`src/rtl/alu_op_pkg.sv`:
```
// rtl/alu_op_pkg.sv - shared ALU operation types and widths
package alu_op_pkg;

    localparam int DATA_W    = 2;
    localparam int SEL_W     = 2;
    localparam int ALU_RES_W = 3;

    typedef struct packed {
        logic [DATA_W-1:0] a;
        logic [DATA_W-1:0] b;
        logic [SEL_W-1:0]  sel;
    } alu_op_t;

endpackage

```
`src/rtl/alu_op_queue.sv`:
```
// rtl/alu_op_queue.sv - FIFO of ALU operations with fall-through head; ALU_OP_QUEUE_STATS_EN adds issue/stall counters
module alu_op_queue #(
    parameter int DEPTH  = 4,
    parameter int DATA_W = 2,
    parameter int SEL_W  = 2
) (
    input  logic                       clk,
    input  logic                       rst_n,
    input  logic                       flush_i,
    input  logic                       in_valid_i,
    output logic                       in_ready_o,
    input  logic [DATA_W-1:0]          in_a_i,
    input  logic [DATA_W-1:0]          in_b_i,
    input  logic [SEL_W-1:0]           in_sel_i,
    output logic                       op_valid_o,
    input  logic                       op_ready_i,
    output logic [DATA_W-1:0]          a_o,
    output logic [DATA_W-1:0]          b_o,
    output logic [SEL_W-1:0]           sel_o,
`ifdef ALU_OP_QUEUE_STATS_EN
    output logic [7:0]                 issued_cnt_o,
    output logic [7:0]                 stall_cnt_o,
`endif
    output logic [$clog2(DEPTH+1)-1:0] count_o
);
    import alu_op_pkg::ALU_RES_W;

    localparam int PW      = $clog2(DEPTH);
    localparam int CW      = $clog2(DEPTH+1);
    localparam int ENTRY_W = 2*DATA_W + SEL_W;

    logic [ENTRY_W-1:0] mem_q [DEPTH];
    logic [ENTRY_W-1:0] mem_d [DEPTH];
    logic [PW-1:0]      wp_q, wp_d, rp_q, rp_d;
    logic [CW-1:0]      count_q, count_d;
    logic               push, pop;
    logic [ENTRY_W-1:0] head;

    assign in_ready_o = (count_q != CW'(DEPTH));
    assign op_valid_o = (count_q != '0);
    assign push       = in_valid_i & in_ready_o;
    assign pop        = op_valid_o & op_ready_i;
    assign head       = op_valid_o ? mem_q[rp_q] : '0;
    assign a_o        = head[ENTRY_W-1 -: DATA_W];
    assign b_o        = head[SEL_W +: DATA_W];
    assign sel_o      = head[SEL_W-1:0];
    assign count_o    = count_q;

    always_comb begin
        mem_d   = mem_q;
        wp_d    = wp_q;
        rp_d    = rp_q;
        count_d = count_q;
        if (flush_i) begin
            wp_d    = '0;
            rp_d    = '0;
            count_d = '0;
        end else begin
            if (push) begin
                mem_d[wp_q] = {in_a_i, in_b_i, in_sel_i};
                wp_d        = wp_q + 1'b1;
            end
            if (pop) begin
                rp_d = rp_q + 1'b1;
            end
            // push-only grows, pop-only shrinks, both leaves occupancy unchanged
            if (push && !pop) begin
                count_d = count_q + 1'b1;
            end else if (pop && !push) begin
                count_d = count_q - 1'b1;
            end
        end
    end

    always_ff @(posedge clk or negedge rst_n) begin
        if (!rst_n) begin
            for (int i = 0; i < DEPTH; i++) begin
                mem_q[i] <= '0;
            end
            wp_q    <= '0;
            rp_q    <= '0;
            count_q <= '0;
        end else begin
            mem_q   <= mem_d;
            wp_q    <= wp_d;
            rp_q    <= rp_d;
            count_q <= count_d;
        end
    end

`ifdef ALU_OP_QUEUE_STATS_EN
    logic [7:0] issued_q, issued_d, stall_q, stall_d;

    always_comb begin
        issued_d = issued_q;
        stall_d  = stall_q;
        if (flush_i) begin
            issued_d = '0;
            stall_d  = '0;
        end else begin
            if (pop) begin
                issued_d = issued_q + 8'd1;
            end
            // stall count saturates so long back-pressure stays visible
            if (in_valid_i && !in_ready_o && stall_q != 8'hff) begin
                stall_d = stall_q + 8'd1;
            end
        end
    end

    always_ff @(posedge clk or negedge rst_n) begin
        if (!rst_n) begin
            issued_q <= '0;
            stall_q  <= '0;
        end else begin
            issued_q <= issued_d;
            stall_q  <= stall_d;
        end
    end

    assign issued_cnt_o = issued_q;
    assign stall_cnt_o  = stall_q;
`endif

endmodule

```
`config.mk`:
```
export PLATFORM = sky130hd
export DESIGN_NAME = alu_op_queue
export DESIGN_NICKNAME = d
export VERILOG_FILES = /design/src/rtl/alu_op_pkg.sv /design/src/rtl/alu_op_queue.sv
export SDC_FILE = /design/constraint.sdc
export NUM_CORES = 1
export LEC_CHECK = 0
export ABC_CLOCK_PERIOD_IN_PS = 2580
export BUFFER_PORTS_ARGS = -buffer_cell sky130_fd_sc_hd__buf_2
export CORE_ASPECT_RATIO = 0.6
export CORE_MARGIN = 1.5
export CORE_UTILIZATION = 50
export CTS_CLUSTER_DIAMETER = 50
export DETAILED_ROUTE_END_ITERATION = 10
export PLACE_DENSITY = 0.7
export SLEW_MARGIN = 20
export SYNTH_ARGS = -nofsm -noshare
export SYNTH_HDL_FRONTEND = slang
export SYNTH_SLANG_ARGS = --single-unit
```
`constraint.sdc`:
```
create_clock -name clk -period 2.58 [get_ports clk]
set_input_delay 0.387 -clock clk [delete_from_list [all_inputs] [get_ports clk]]
set_output_delay 0.387 -clock clk [all_outputs]
set_load 0.1 [all_outputs]
```
; ---- After elaboration in Yosys (flattened, before gate mapping)
; Index checks and enable logic that the tools add are counted.
; W data, S select, Z words.
[totals]
ff_bits = 31
in_bits = 11
output_inout_bits = 11
elab_cells = 44
[op_classes]
add_sub_neg = 4
magnitude_cmp = 3
eq_ne = 1
n_mux = 14
bitwise_logic = 5
n_reduce_logical = 10
[op_table]
columns = operator, n
row1 = $bwmux W24, 1
row2 = $mux W6, 4
row3 = $bmux W6 S2, 1
row4 = $demux W6 S2, 1
row5 = $mux W3, 3
row6 = $mux W2, 4
row7 = $ge A3 B3 Y1 const B, 2
row8 = $not A2 Y3, 2
row9 = $reduce_bool A3 Y1, 2
row10 = $add A2 B1 Y2 const B, 2
row11 = $reduce_bool A2 Y1, 2
row12 = $add A3 B1 Y3 const B, 1
row13 = $logic_and A1 B1 Y1, 3
row14 = $lt A3 B1 Y1 const B, 1
row15 = $ne A3 B3 Y1 const B, 1
row16 = $sub A3 B1 Y3 const B, 1
row17 = $and A1 B1 Y1, 2
row18 = $logic_not A1 Y1, 2
row19 = $reduce_and A2 Y1, 1
row20 = $not A1 Y1, 1

; ---- Longest topological paths before layout
; Gate-level depths: netlist (run 1).
[logic_depth]
word_depth = 7
mapped_depth = 8
ltp_nobuf = 7

; ---- Worst setup path after synthesis (run 1)
; No wires, ideal clock.
[synth_timing]
kind = reg-to-output
from = reg count_q[0], in the netlist count_o[0]
to = out a_o[0]
t_arrival_ns = 2.905
required_time_ns = 2.193
path_slack_ns = -0.712
path_stages_with_launch = 5
n_path_buf = 1
path_cell_list = dfrtp_1 > buf_2 > nor2_1 > nand2_1 > and2_1
[synth_between]
elab_chain_len = 2
[synth_rtl]
columns = item, line_no
row1 = start: declaration, alu_op_queue.sv:35  ; logic [CW-1:0] count_q, count_d;
row2 = start signal: assignment, alu_op_queue.sv:87  ; count_q <= count_d;
row3 = $reduce_bool A3 Y1, alu_op_queue.sv:40  ; assign op_valid_o = (count_q != '0);
row4 = via op_valid_o, alu_op_queue.sv:15  ; output logic op_valid_o,
row5 = $mux W6, alu_op_queue.sv:43  ; assign head = op_valid_o ? mem_q[rp_q] : '0;
row6 = end: declaration, alu_op_queue.sv:17  ; output logic [DATA_W-1:0] a_o,
; The timed path passes the listed nets, and every way through them passes these cells.

; ---- Worst setup path after layout (run 1)
[layout_timing]
from = reg rp_q[0]
to = out b_o[0]
[layout_between]
elab_chain_len = 5
[layout_rtl]
columns = item, line_no
row1 = start: declaration, alu_op_queue.sv:34  ; logic [PW-1:0] wp_q, wp_d, rp_q, rp_d;
row2 = start signal: assignment, alu_op_queue.sv:86  ; rp_q <= rp_d;
row3 = $not A2 Y3 (not written as such), alu_op_queue.sv:43
row4 = $bmux W6 S2, alu_op_queue.sv:43
row5 = $mux W6 (not written as such) (2 in series), alu_op_queue.sv:43
row6 = $mux W6, alu_op_queue.sv:43
row7 = end: declaration, alu_op_queue.sv:18  ; output logic [DATA_W-1:0] b_o,
; Every way passes these cells. The select of a mux whose other input is x is not followed.

==> key figures, run 1 <==
Status
  – Outcome: complete, no violations

Logic synthesis
  – Seq/Total Area, Yosys: 0.445
  – Most common cell in the netlist: dfrtp_1
  – Post-Syn Instances: 124
  – Leading area contributor after synthesis: dfrtp_1
  – Syn_nets: 140
  – Commonest cells post-synth: dfrtp_1, mux2_4, nor2_1
  – Area contributors post-synth: dfrtp_1, mux2_4, mux4_2
  – Yosys reg bits: 31
  – Synth cell types: 32
  – Mapped Area: 1740 um^2
  – Synth Flop Type: dfrtp_1
  – Post-synth EDFFs: 0
  – Synth warnings: 0
  – Asr flop ratio synth: 1.00
  – Syn_area_per_cell: 14.1 um^2
  – Post-synth top area share: 0.445

Clock network
  – Clock transition at path regs: 0.06 ns
  – TritonCTS Buffers: 5
  – Setup bufs post-CTS: 0
  – Clock tree root driver cell: clkbuf_8
  – Hold Buf Count CTS: 0
  – Clk Latency, worst-skew pair: 0.28 ns
  – Clock buffer depth: 2
  – Clock sink count: 31
  – CTS tree: built
  – # H-tree levels: 2
  – Post_cts resized: 0

Drt
  – DRT Wirelength: 3.39 mm
  – First drt pass iteration count: 4
  – Final ANT Viol Nets: 0
  – Routed length on met3: 157 um
  – Via/cell ratio: 5.49
  – M1 WL: 1.67 mm
  – Top layer in use: met4
  – Routed len/inst: 17.8 um
  – Via Count: 1,049
  – Initial DRC Count: 75
  – # DRC: 0
  – DR WL met2: 1.48 mm

Critical path
  – Crit end category: primary output
  – Critical Path, Cell by Cell: mux4_2, and2_2, buf_2
  – Reg-to-reg setup timing slack: 0.41 ns
  – R2r endpoint: count_o[2]
  – Max FO, Critical Path: 8
  – Setup crit end: b_o[0]
  – Crit path DAT: 1.98 ns
  – Critical path startpoint category: flop
  – Slowest CP cell: dfrtp_1
  – CP Class: flop to primary output
  – Crit. Startpoint: rp_q[0]
  – Worst r2r path cells: 6
  – Crit Reg-Reg Startpoint: count_o[1]
  – Crit path required time: 2.19 ns
  – CP peak stage delay: 0.64 ns

Final layout
  – Area Growth Syn to Fin: 13.2%
  – Layout net count: 161
  – Layout cells sized above 1: 0.527
  – Multi-input gate area: 913 um^2
  – # fillers: 276
  – Register area: 779 um^2
  – Diode count: 0

Die
  – Die Span X: 79.3 um
  – Row count: 16
  – CORE AREA: 3300 um^2
  – Top Ports: 22
  – Initial Util: 0.528
  – Die area: 3860 um^2
  – Die Y: 48.8 um

Timing
  – Fmax: 0.422 GHz
  – Shortest period the worst path allows: 2.37 ns
  – Fin Hold WS: 0.145 ns
  – Final hold vios: 0
  – RSZ-0062 raised after global routing: false
  – Slew Viols, Final: 0
  – Final total negative setup slack: 0 ns
  – Final setup viols: 0
  – Final Cycle Share: 0.919
  – Worst Tran Pin Value: 0.697 ns
  – Worst Clk Skew: 0.00186 ns
  – Slew margin rel.: 0.535

Global routing
  – GRT Total Usage: 0.209
  – Total grt overflow: 0
  – Vias in the first global route: 1,116
  – Antenna violations before repair: 0
  – First-pass GRT wire length: 5.79 mm
  – Largest net degree at the start of global routing: 32

Flow run
  – Number of max-cap violations: 0

Placed design
  – Post-DP HPWL: 2.38 mm
  – RePlAce Congestion: 0.972
  – IO buf count: 21

Hold path
  – Hold Crit Class: input pin to asynchronous set/reset pin
## layer usage
layer | GRT usage | vias up
met1 | 0.290 | 536
met5 | 0 | -
met4 | 0.111 | 0
met2 | 0.293 | 23
met3 | 0.0660 | 7
li1 | - | 483
## layout by cell type, fill, tap and decap left out, types with 3 or more instances in the layout
| master | Yosys | final |
|---|---|---|
| mux2_2 | 4 | 4 |
| buf_2 | 5 | 21 |
| and2_2 | 0 | 6 |
| clkbuf_8 | 0 | 6 |
| dfrtp_2 | 0 | 3 |
| nand3_4 | 4 | 4 |
| o21ai_0 | 3 | 3 |
| ha_1 | 4 | 4 |
| mux2_4 | 20 | 20 |
| nor2_1 | 8 | 8 |
| dfrtp_1 | 31 | 28 |
| mux4_2 | 6 | 6 |
| inv_1 | 6 | 6 |
## flip-flops by register name, indices dropped and copies added (netlist names)
register,flops
rp_q,2
mem_q,24
count_o,3
wp_q,2
## worst max-delay path, delay by kind of cell, from the launching register on
family	cells	cell delay, ns
DFF	1	0.64
muxes	1	0.57
buffers and inverters	1	0.29
and+or+nand+nor	1	0.21
## cell families (layout without fill, tap and decap cells)
| logic type | after synthesis | count (layout) | synth area share |
|---|---|---|---|
| compound gates | 14 | 14 | 0.0603 |
| buf+inv | 14 | 36 | 0.0373 |
| fa+ha+maj | 5 | 5 | 0.0402 |
| mux | 33 | 33 | 0.294 |
| xor+xnor | 2 | 2 | 0.0100 |
| simple gates | 25 | 25 | 0.113 |
| flops | 31 | 31 | 0.445 |
## stage by stage
step	cell area [um^2]	utilization	setup WS [ns]	cells
after floorplan	1760	-	0.0384	124
after global placement	1880	0.570	0.503	183
after detailed placement	1880	0.570	0.438	183
after CTS	1970	0.598	0.164	191
after global routing	1970	0.598	0.0799	191
final	1970	0.598	0.210	191
## worst min-delay path by stage
stage | end | cells past startpoint
2_1_floorplan | count_o[0] | 0
3_3_place_gp | mem_q[23] | 1
3_5_place_dp | mem_q[17] | 1
4_1_cts | rp_q[0] | 1
5_1_grt | rp_q[0] | 1
6_report | count_o[0] | 1
## layout make-up
| type | count | area share |
|---|---|---|
| Multi-Input combinational cell | 79 | 0.463 |
| Sequential cell | 31 | 0.395 |
| Timing Repair Buffer | 21 | 0.0532 |
| Clock buffer | 7 | 0.0437 |
| Tap cell | 45 | 0.0285 |
| Inverter | 7 | 0.0146 |
| Clock inverter | 1 | 0.00253 |
Power of run 1 is not shown: default switching activity piles up to over one toggle a cycle in this logic, so the estimate is an artifact.
==> run 2: changes to the inputs <==
--- a/config.mk
+++ b/config.mk
@@ -5,6 +5,7 @@
 export SDC_FILE = /design/constraint.sdc
 export NUM_CORES = 1
 export LEC_CHECK = 0
+export ABC_AREA = 1
 export ABC_CLOCK_PERIOD_IN_PS = 2580
 export BUFFER_PORTS_ARGS = -buffer_cell sky130_fd_sc_hd__buf_2
 export CORE_ASPECT_RATIO = 0.6
@@ -12,7 +13,7 @@
 export CORE_UTILIZATION = 50
 export CTS_CLUSTER_DIAMETER = 50
 export DETAILED_ROUTE_END_ITERATION = 10
-export PLACE_DENSITY = 0.7
+export PLACE_DENSITY = 0.71
 export SLEW_MARGIN = 20
 export SYNTH_ARGS = -nofsm -noshare
 export SYNTH_HDL_FRONTEND = slang
==> key figures, run 2 <==
Status
  – Outcome: complete, no violations (unchanged)

Timing
  – Fin Hold WS: 0.149 ns (was 0.145 ns)
  – Final hold vios: 0 (unchanged)
  – Shortest period the worst path allows: 2.32 ns (was 2.37 ns)
  – Fmax: 0.432 GHz (was 0.422 GHz)
  – Worst Tran Pin Value: 0.682 ns (was 0.697 ns)
  – Fin worst setup slack: 0.265 ns (was 0.210 ns)
  – RSZ-0062 raised after global routing: false (unchanged)
  – Final Cycle Share: 0.897 (was 0.919)
  – Slew Viols, Final: 0 (unchanged)
  – Slew margin rel.: 0.545 (was 0.535)
  – Final total negative setup slack: 0 ns (unchanged)
  – Final setup viols: 0 (unchanged)
  – Worst Clk Skew: 0.00945 ns (was 0.00186 ns)

Final layout
  – Register area: 781 um^2 (was 779 um^2)
  – Most common cell after layout, fill and taps aside: nand2_1 (was dfrtp_1)
  – Layout net count: 231 (was 161)
  – Area Growth Syn to Fin: 16.5% (was 13.2%)
  – Max reg flops: 24 (unchanged)
  – Layout cells sized above 1: 0.273 (was 0.527)
  – Largest register by flop count: mem_q (unchanged)
  – Diode count: 0 (unchanged)
  – Most frequent cells in the layout: nand2_1, nor2_1, dfrtp_1 (was dfrtp_1, buf_2, mux2_4)
  – Multi-input gate area: 801 um^2 (was 913 um^2)
  – # fillers: 244 (was 276)

Critical path
  – CP Class: flop to primary output (unchanged)
  – CP peak stage delay: 0.53 ns (was 0.64 ns)
  – Crit path DAT: 1.93 ns (was 1.98 ns)
  – Buf/Inv on CP: 2 (was 1)
  – Critical Path, Cell by Cell: inv_1, nor2_1, o21ai_0, a21oi_4, buf_2 (was mux4_2, and2_2, buf_2)
  – Critical path startpoint category: flop (unchanged)
  – Crit. Startpoint: rp_q[1] (was rp_q[0])
  – Max FO, Critical Path: 8 (unchanged)
  – Slowest CP cell: dfrtp_1 (unchanged)
  – Crit end category: primary output (unchanged)
  – Crit path required time: 2.19 ns (about the same)
  – Crit Reg-Reg Startpoint: count_o[1] (unchanged)
  – Delay-heaviest family, CP: buffers and inverters (was flip-flops)

Clock network
  – Clock buffer depth: 2 (unchanged)
  – Hold Buf Count CTS: 0 (unchanged)
  – TritonCTS Buffers: 5 (unchanged)
  – Clock transition at path regs: 0.07 ns (was 0.06 ns)
  – CTS tree: built (unchanged)
  – Clock sink count: 31 (unchanged)
  – Clk Latency, worst-skew pair: 0.27 ns (was 0.28 ns)
  – # H-tree levels: 2 (unchanged)
  – Clock tree root driver cell: clkbuf_8 (unchanged)

Logic synthesis
  – Syn_nets: 210 (was 140)
  – Most common cell in the netlist: nand2_1 (was dfrtp_1)
  – Synth Flop Type: dfrtp_1 (unchanged)
  – Post-synth top area share: 0.477 (was 0.445)
  – Seq/Total Area, Yosys: 0.477 (was 0.445)
  – Leading area contributor after synthesis: dfrtp_1 (unchanged)
  – Synth cell types: 20 (was 32)
  – Syn_area_per_cell: 8.38 um^2 (was 14.1 um^2)
  – Synth warnings: 0 (unchanged)
  – Area contributors post-synth: dfrtp_1, nand2_1, nor2_1 (was dfrtp_1, mux2_4, mux4_2)
  – Post-synth EDFFs: 0 (unchanged)
  – Yosys reg bits: 31 (unchanged)
  – Asr flop ratio synth: 1.00 (unchanged)
  – Commonest cells post-synth: nand2_1, dfrtp_1, nor2_1, inv_1, o21ai_0 (was dfrtp_1, mux2_4, nor2_1)
  – Post-Syn Instances: 194 (was 124)
  – Mapped Area: 1630 um^2 (was 1740 um^2)

Global routing
  – Grt met3 use: 0.0563 (was 0.0660)
  – Total grt overflow: 0 (unchanged)
  – Largest net degree at the start of global routing: 32 (unchanged)
  – First-pass GRT wire length: 6.05 mm (was 5.79 mm)
  – GRT busiest layer: met2 (unchanged)
  – Vias in the first global route: 1,267 (was 1,116)
  – Antenna violations before repair: 0 (unchanged)
  – GR Util met1: 0.305 (was 0.290)
  – GR Layer Usage met2: 0.380 (was 0.293)
  – GRT Total Usage: 0.227 (was 0.209)

Placed design
  – RePlAce Congestion: 0.791 (was 0.972)
  – Pre-CTS setup slack: 0.450 ns (was 0.438 ns)
  – Post-DP HPWL: 2.70 mm (was 2.38 mm)
  – IO buf count: 21 (unchanged)

Die
  – Top Ports: 22 (unchanged)
  – Die Y: 47.2 um (was 48.8 um)
  – CORE AREA: 2980 um^2 (was 3300 um^2)
  – Die Span X: 76.6 um (was 79.3 um)
  – Initial Util: 0.545 (was 0.528)
  – Row count: 15 (was 16)
  – Die area: 3620 um^2 (was 3860 um^2)

Power and ir drop
  – Sw frac: 0.546
  – Power after layout: 2.66 mW
  – Power Internal: 1.21 mW
  – Psw: 1.46 mW
  – Clock network power share: 0.137
  – Sequential share of power: 0.311
  – Comb power frac: 0.552
  – Leakage: 0.938 nW
  – VDD IR max: 0.549 mV
  – Power Dens Cells: 1410 nW/um^2

Hold path
  – Hold Crit Class: input pin to asynchronous set/reset pin (unchanged)

Drt
  – Routed len/inst: 14.1 um (was 17.8 um)
  – First drt pass iteration count: 4 (unchanged)
  – Via Count: 1,344 (was 1,049)
  – # DRC: 0 (unchanged)
  – Initial DRC Count: 125 (was 75)
  – DRT Wirelength: 3.64 mm (was 3.39 mm)
  – Via/cell ratio: 5.21 (was 5.49)
  – Final ANT Viol Nets: 0 (unchanged)

Flow run
  – Number of max-cap violations: 0 (unchanged)
-- run 2: cell types whose count changed after synthesis, moves of 6 or more --
| cell | delta |
|---|---|
| o21ai_1 | +12 |
| mux4_2 | -6 |
| and2_1 | -6 |
| mux2_4 | -20 |
| nand2_1 | +42 |
| nor2_1 | +22 |
| o21ai_0 | +11 |
| inv_1 | +13 |
| o21ai_2 | +12 |
-- run 2: cell type report --
| type | instances | area share |
|---|---|---|
| Timing Repair Buffer | 21 | 0.0554 |
| Clock inverter | 1 | 0.00264 |
| Sequential cell | 31 | 0.412 |
| Inverter | 19 | 0.0396 |
| Tap cell | 42 | 0.0277 |
| Multi-Input combinational cell | 137 | 0.422 |
| Clock buffer | 7 | 0.0403 |
-- run 2: power groups by stage --
stage | clock network (mW) | logic (mW) | registers [mW]
global route | 0.388 | 1.58 | 0.851
finish | 0.365 | 1.47 | 0.828
detailed placement | 0 | 1.47 | 0.829
global placement | 0 | 1.43 | 0.815
CTS | 0.364 | 1.48 | 0.822
floorplan | 0 | 1.17 | 0.897
-- run 2: worst paths after layout --
kind                              endpoint  slack, ns  depth (start not counted)
worst min register to register   mem_q[21]       0.49                          2
min in group clk                   rp_q[1]       0.40                          2
worst min-delay path             mem_q[18]       0.15                          1
max in group asynchronous       count_o[0]       1.95                          1
worst max register to register  count_o[2]       0.49                         12
worst max-delay path              sel_o[1]       0.26                          5
-- run 2: worst reg2reg max path, cell delays in order (launching register included) --
cell	delay [ns]
dfrtp_2	0.43
nor2_2	0.26
nand2_4	0.10
nand2_4	0.11
inv_1	0.07
nand2_1	0.16
inv_1	0.08
fa_1	0.39
xor2_1	0.17
inv_1	0.06
nand2_1	0.05
nand3_1	0.07
nand2_1	0.05
-- run 2: logic make-up (layout without fill, tap and decap cells) --
| family | Yosys count | after routing | share of synthesized area |
|---|---|---|---|
| and+or+nand+nor | 86 | 86 | 0.228 |
| AOI/OAI and AO/OA | 45 | 45 | 0.166 |
| DFF | 31 | 31 | 0.477 |
| buffers and inverters | 26 | 48 | 0.0800 |
| adders and majority gates | 5 | 5 | 0.0431 |
| xor gates and xnor gates | 1 | 1 | 0.00539 |
-- run 2: metal layers --
layer / share of wire / vias up
met5: 0 / -
met4: 0.0022 / 0
met1: 0.46 / 640
met3: 0.064 / 2
li1: - / 658
met2: 0.48 / 44
-- run 2: stage by stage --
stage	instance area, um^2	std cells	utilization
6_report	1900	258	0.635
5_1_grt	1900	258	0.635
4_1_cts	1890	258	0.634
3_5_place_dp	1810	250	0.606
3_3_place_gp	1810	250	0.606
2_1_floorplan	1710	194	-
-- run 2: what timing repair did --
item,4_1_cts,5_1_grt
gates resized for setup,0,2
setup buffers,0,0
setup endpoints to repair,0,2
hold endpoints to repair,0,0
(Power assumes the default switching activity.)
==> run 3: changes to the inputs <==
--- a/config.mk
+++ b/config.mk
@@ -10,10 +10,9 @@
 export BUFFER_PORTS_ARGS = -buffer_cell sky130_fd_sc_hd__buf_2
 export CORE_ASPECT_RATIO = 0.6
 export CORE_MARGIN = 1.5
-export CORE_UTILIZATION = 50
+export CORE_UTILIZATION = 45
 export CTS_CLUSTER_DIAMETER = 50
 export DETAILED_ROUTE_END_ITERATION = 10
-export PLACE_DENSITY = 0.71
 export SLEW_MARGIN = 20
 export SYNTH_ARGS = -nofsm -noshare
 export SYNTH_HDL_FRONTEND = slang
==> key figures, run 3 (synthesis results as in run 2) <==
Drt
  – Routed len/inst: 12.9 um (was 14.1 um)
  – Initial DRC Count: 70 (was 125)
  – Via Count: 1,308 (was 1,344)
  – Final ANT Viol Nets: 0 (unchanged)
  – Via/cell ratio: 5.01 (was 5.21)
  – First drt pass iteration count: 4 (unchanged)
  – DRT Wirelength: 3.37 mm (was 3.64 mm)
  – # DRC: 0 (unchanged)

Power and ir drop
  – Sequential share of power: 0.307 (was 0.311)
  – Sw frac: 0.531 (was 0.546)
  – Power Internal: 1.26 mW (was 1.21 mW)
  – Power Dens Cells: 1400 nW/um^2 (was 1410 nW/um^2)
  – Comb power frac: 0.540 (was 0.552)
  – VDD IR max: 0.676 mV (was 0.549 mV)
  – Leakage: 0.947 nW (was 0.938 nW)
  – Clock network power share: 0.153 (was 0.137)
  – Psw: 1.43 mW (was 1.46 mW)

Timing
  – Final Cycle Share: 0.881 (was 0.897)
  – Worst Tran Pin Value: 0.678 ns (was 0.682 ns)
  – Fmax: 0.440 GHz (was 0.432 GHz)
  – Shortest period the worst path allows: 2.27 ns (was 2.32 ns)
  – RSZ-0062 raised after global routing: false (unchanged)
  – Final setup viols: 0 (unchanged)
  – Final total negative setup slack: 0 ns (unchanged)
  – Slew Viols, Final: 0 (unchanged)
  – Slew margin rel.: 0.548 (was 0.545)
  – Worst Clk Skew: 0.00510 ns (was 0.00945 ns)
  – Final hold vios: 0 (unchanged)

Clock network
  – Setup bufs post-CTS: 0 (unchanged)
  – Clock sink count: 31 (unchanged)
  – Clock transition at path regs: 0.06 ns (was 0.07 ns)
  – Clk Latency, worst-skew pair: 0.28 ns (was 0.27 ns)
  – CTS tree: built (unchanged)
  – Clock tree root driver cell: clkbuf_8 (unchanged)
  – Clock buffer depth: 2 (unchanged)
  – Post_cts resized: 0 (unchanged)
  – TritonCTS Buffers: 5 (unchanged)
  – # H-tree levels: 2 (unchanged)
  – Hold Buf Count CTS: 0 (unchanged)

Critical path
  – Max FO, Critical Path: 14 (was 8)
  – Critical path startpoint category: flop (unchanged)
  – Crit path required time: 2.19 ns (about the same)
  – Crit path DAT: 1.88 ns (was 1.93 ns)
  – Buf/Inv on CP: 2 (unchanged)
  – Critical Path, Cell by Cell: clkinvlp_4, o21ai_0, a21oi_4, buf_2 (was inv_1, nor2_1, o21ai_0, a21oi_4, buf_2)
  – CP Class: flop to primary output (unchanged)
  – Crit. path cell count: 4 (was 5)
  – CP peak stage delay: 0.53 ns (about the same)
  – Slowest CP cell: dfrtp_2 (was dfrtp_1)
  – Worst r2r path cells: 12 (unchanged)
  – Crit end category: primary output (unchanged)
  – Delay-heaviest family, CP: buffers and inverters (unchanged)

Global routing
  – Vias in the first global route: 1,260 (was 1,267)
  – GRT Total Usage: 0.199 (was 0.227)
  – Antenna violations before repair: 0 (unchanged)
  – Largest net degree at the start of global routing: 32 (unchanged)
  – Total grt overflow: 0 (unchanged)
  – First-pass GRT wire length: 5.88 mm (was 6.05 mm)

Final layout
  – Layout net count: 231 (unchanged)
  – Largest register by flop count: mem_q (unchanged)
  – Diode count: 0 (unchanged)
  – Max reg flops: 24 (unchanged)
  – Multi-input gate area: 801 um^2 (unchanged)
  – Most frequent cells in the layout: nand2_1, nor2_1, dfrtp_1 (unchanged)
  – Register area: 781 um^2 (unchanged)
  – Area Growth Syn to Fin: 17.9% (was 16.5%)
  – # fillers: 283 (was 244)
  – Most common cell after layout, fill and taps aside: nand2_1 (unchanged)
  – Layout cells sized above 1: 0.278 (was 0.273)
  – Fin util: 0.574 (was 0.635)

Die
  – Top Ports: 22 (unchanged)
  – Die Span X: 80.6 um (was 76.6 um)
  – CORE AREA: 3340 um^2 (was 2980 um^2)
  – Initial Util: 0.487 (was 0.545)
  – Die area: 4000 um^2 (was 3620 um^2)
  – Die Y: 49.6 um (was 47.2 um)
  – Row count: 16 (was 15)

Placed design
  – RePlAce Congestion: 0.842 (was 0.791)
  – IO buf count: 21 (unchanged)
  – Post-DP HPWL: 2.43 mm (was 2.70 mm)

Hold path
  – Hold Crit Class: input pin to asynchronous set/reset pin (unchanged)

Flow run
  – Number of max-cap violations: 0 (unchanged)

Status
  – Outcome: complete, no violations (unchanged)
==> run 3: changes by cell type in the layout (fill, tap and decap cells not counted), sizes merged <==
cell    previous run  this run
clkinv             1         0
clkbuf             7         8
==> run 3: power groups by stage <==
stage | combinational (mW) | sequential [mW] | clock [mW]
global placement | 1.43 | 0.819 | 0
floorplan | 1.17 | 0.897 | 0
CTS | 1.46 | 0.818 | 0.425
finish | 1.45 | 0.826 | 0.412
global route | 1.58 | 0.847 | 0.449
detailed placement | 1.45 | 0.825 | 0
==> run 3: final cells by class <==
cell class,count,area share
multi-input combinational,137,0.417
tap,45,0.0294
clock buffer,8,0.0522
timing repair buffer,21,0.0548
inverter,19,0.0391
sequential,31,0.407
==> run 3: per-layer routing <==
metal  track usage  share of wire
met1         0.304           0.51
met5             0              0
met2         0.263           0.40
met4        0.0517         0.0056
met3        0.0722          0.085
==> run 3: worst reg2reg max path, cell delays in order, from the launching register on <==
cell,delay (ns)
dfrtp_2,0.43
nor2_2,0.27
nand2_4,0.08
nand2_4,0.10
inv_1,0.06
nand2_1,0.16
inv_1,0.08
fa_1,0.38
xor2_1,0.22
inv_1,0.08
nand2_1,0.07
nand3_1,0.06
nand2_1,0.06
==> run 3: final timing paths <==
path	startpoint	slack, ns	end
max	rp_q[0]	0.31	b_o[0]
min	rst_n	0.14	wp_q[0]
max reg2reg	count_o[1]	0.47	count_o[2]
min reg2reg	mem_q[4]	0.48	mem_q[4]
max in group asynchronous	rst_n	1.95	count_o[1]
min in group clk	flush_i	0.41	rp_q[1]
==> run 3: stage by stage <==
step | worst slack (ns) | power [mW] | cell area (um^2) | cells | hold slack, ns
6_report | 0.308 | 2.69 | 1920 | 261 | 0.141
5_1_grt | 0.171 | 2.87 | 1920 | 261 | 0.212
4_1_cts | 0.161 | 2.70 | 1910 | 261 | 0.159
3_5_place_dp | 0.469 | 2.28 | 1810 | 253 | 0.462
3_3_place_gp | 0.540 | 2.25 | 1810 | 253 | 0.455
2_1_floorplan | 0.111 | 2.07 | 1710 | 194 | 0.0914
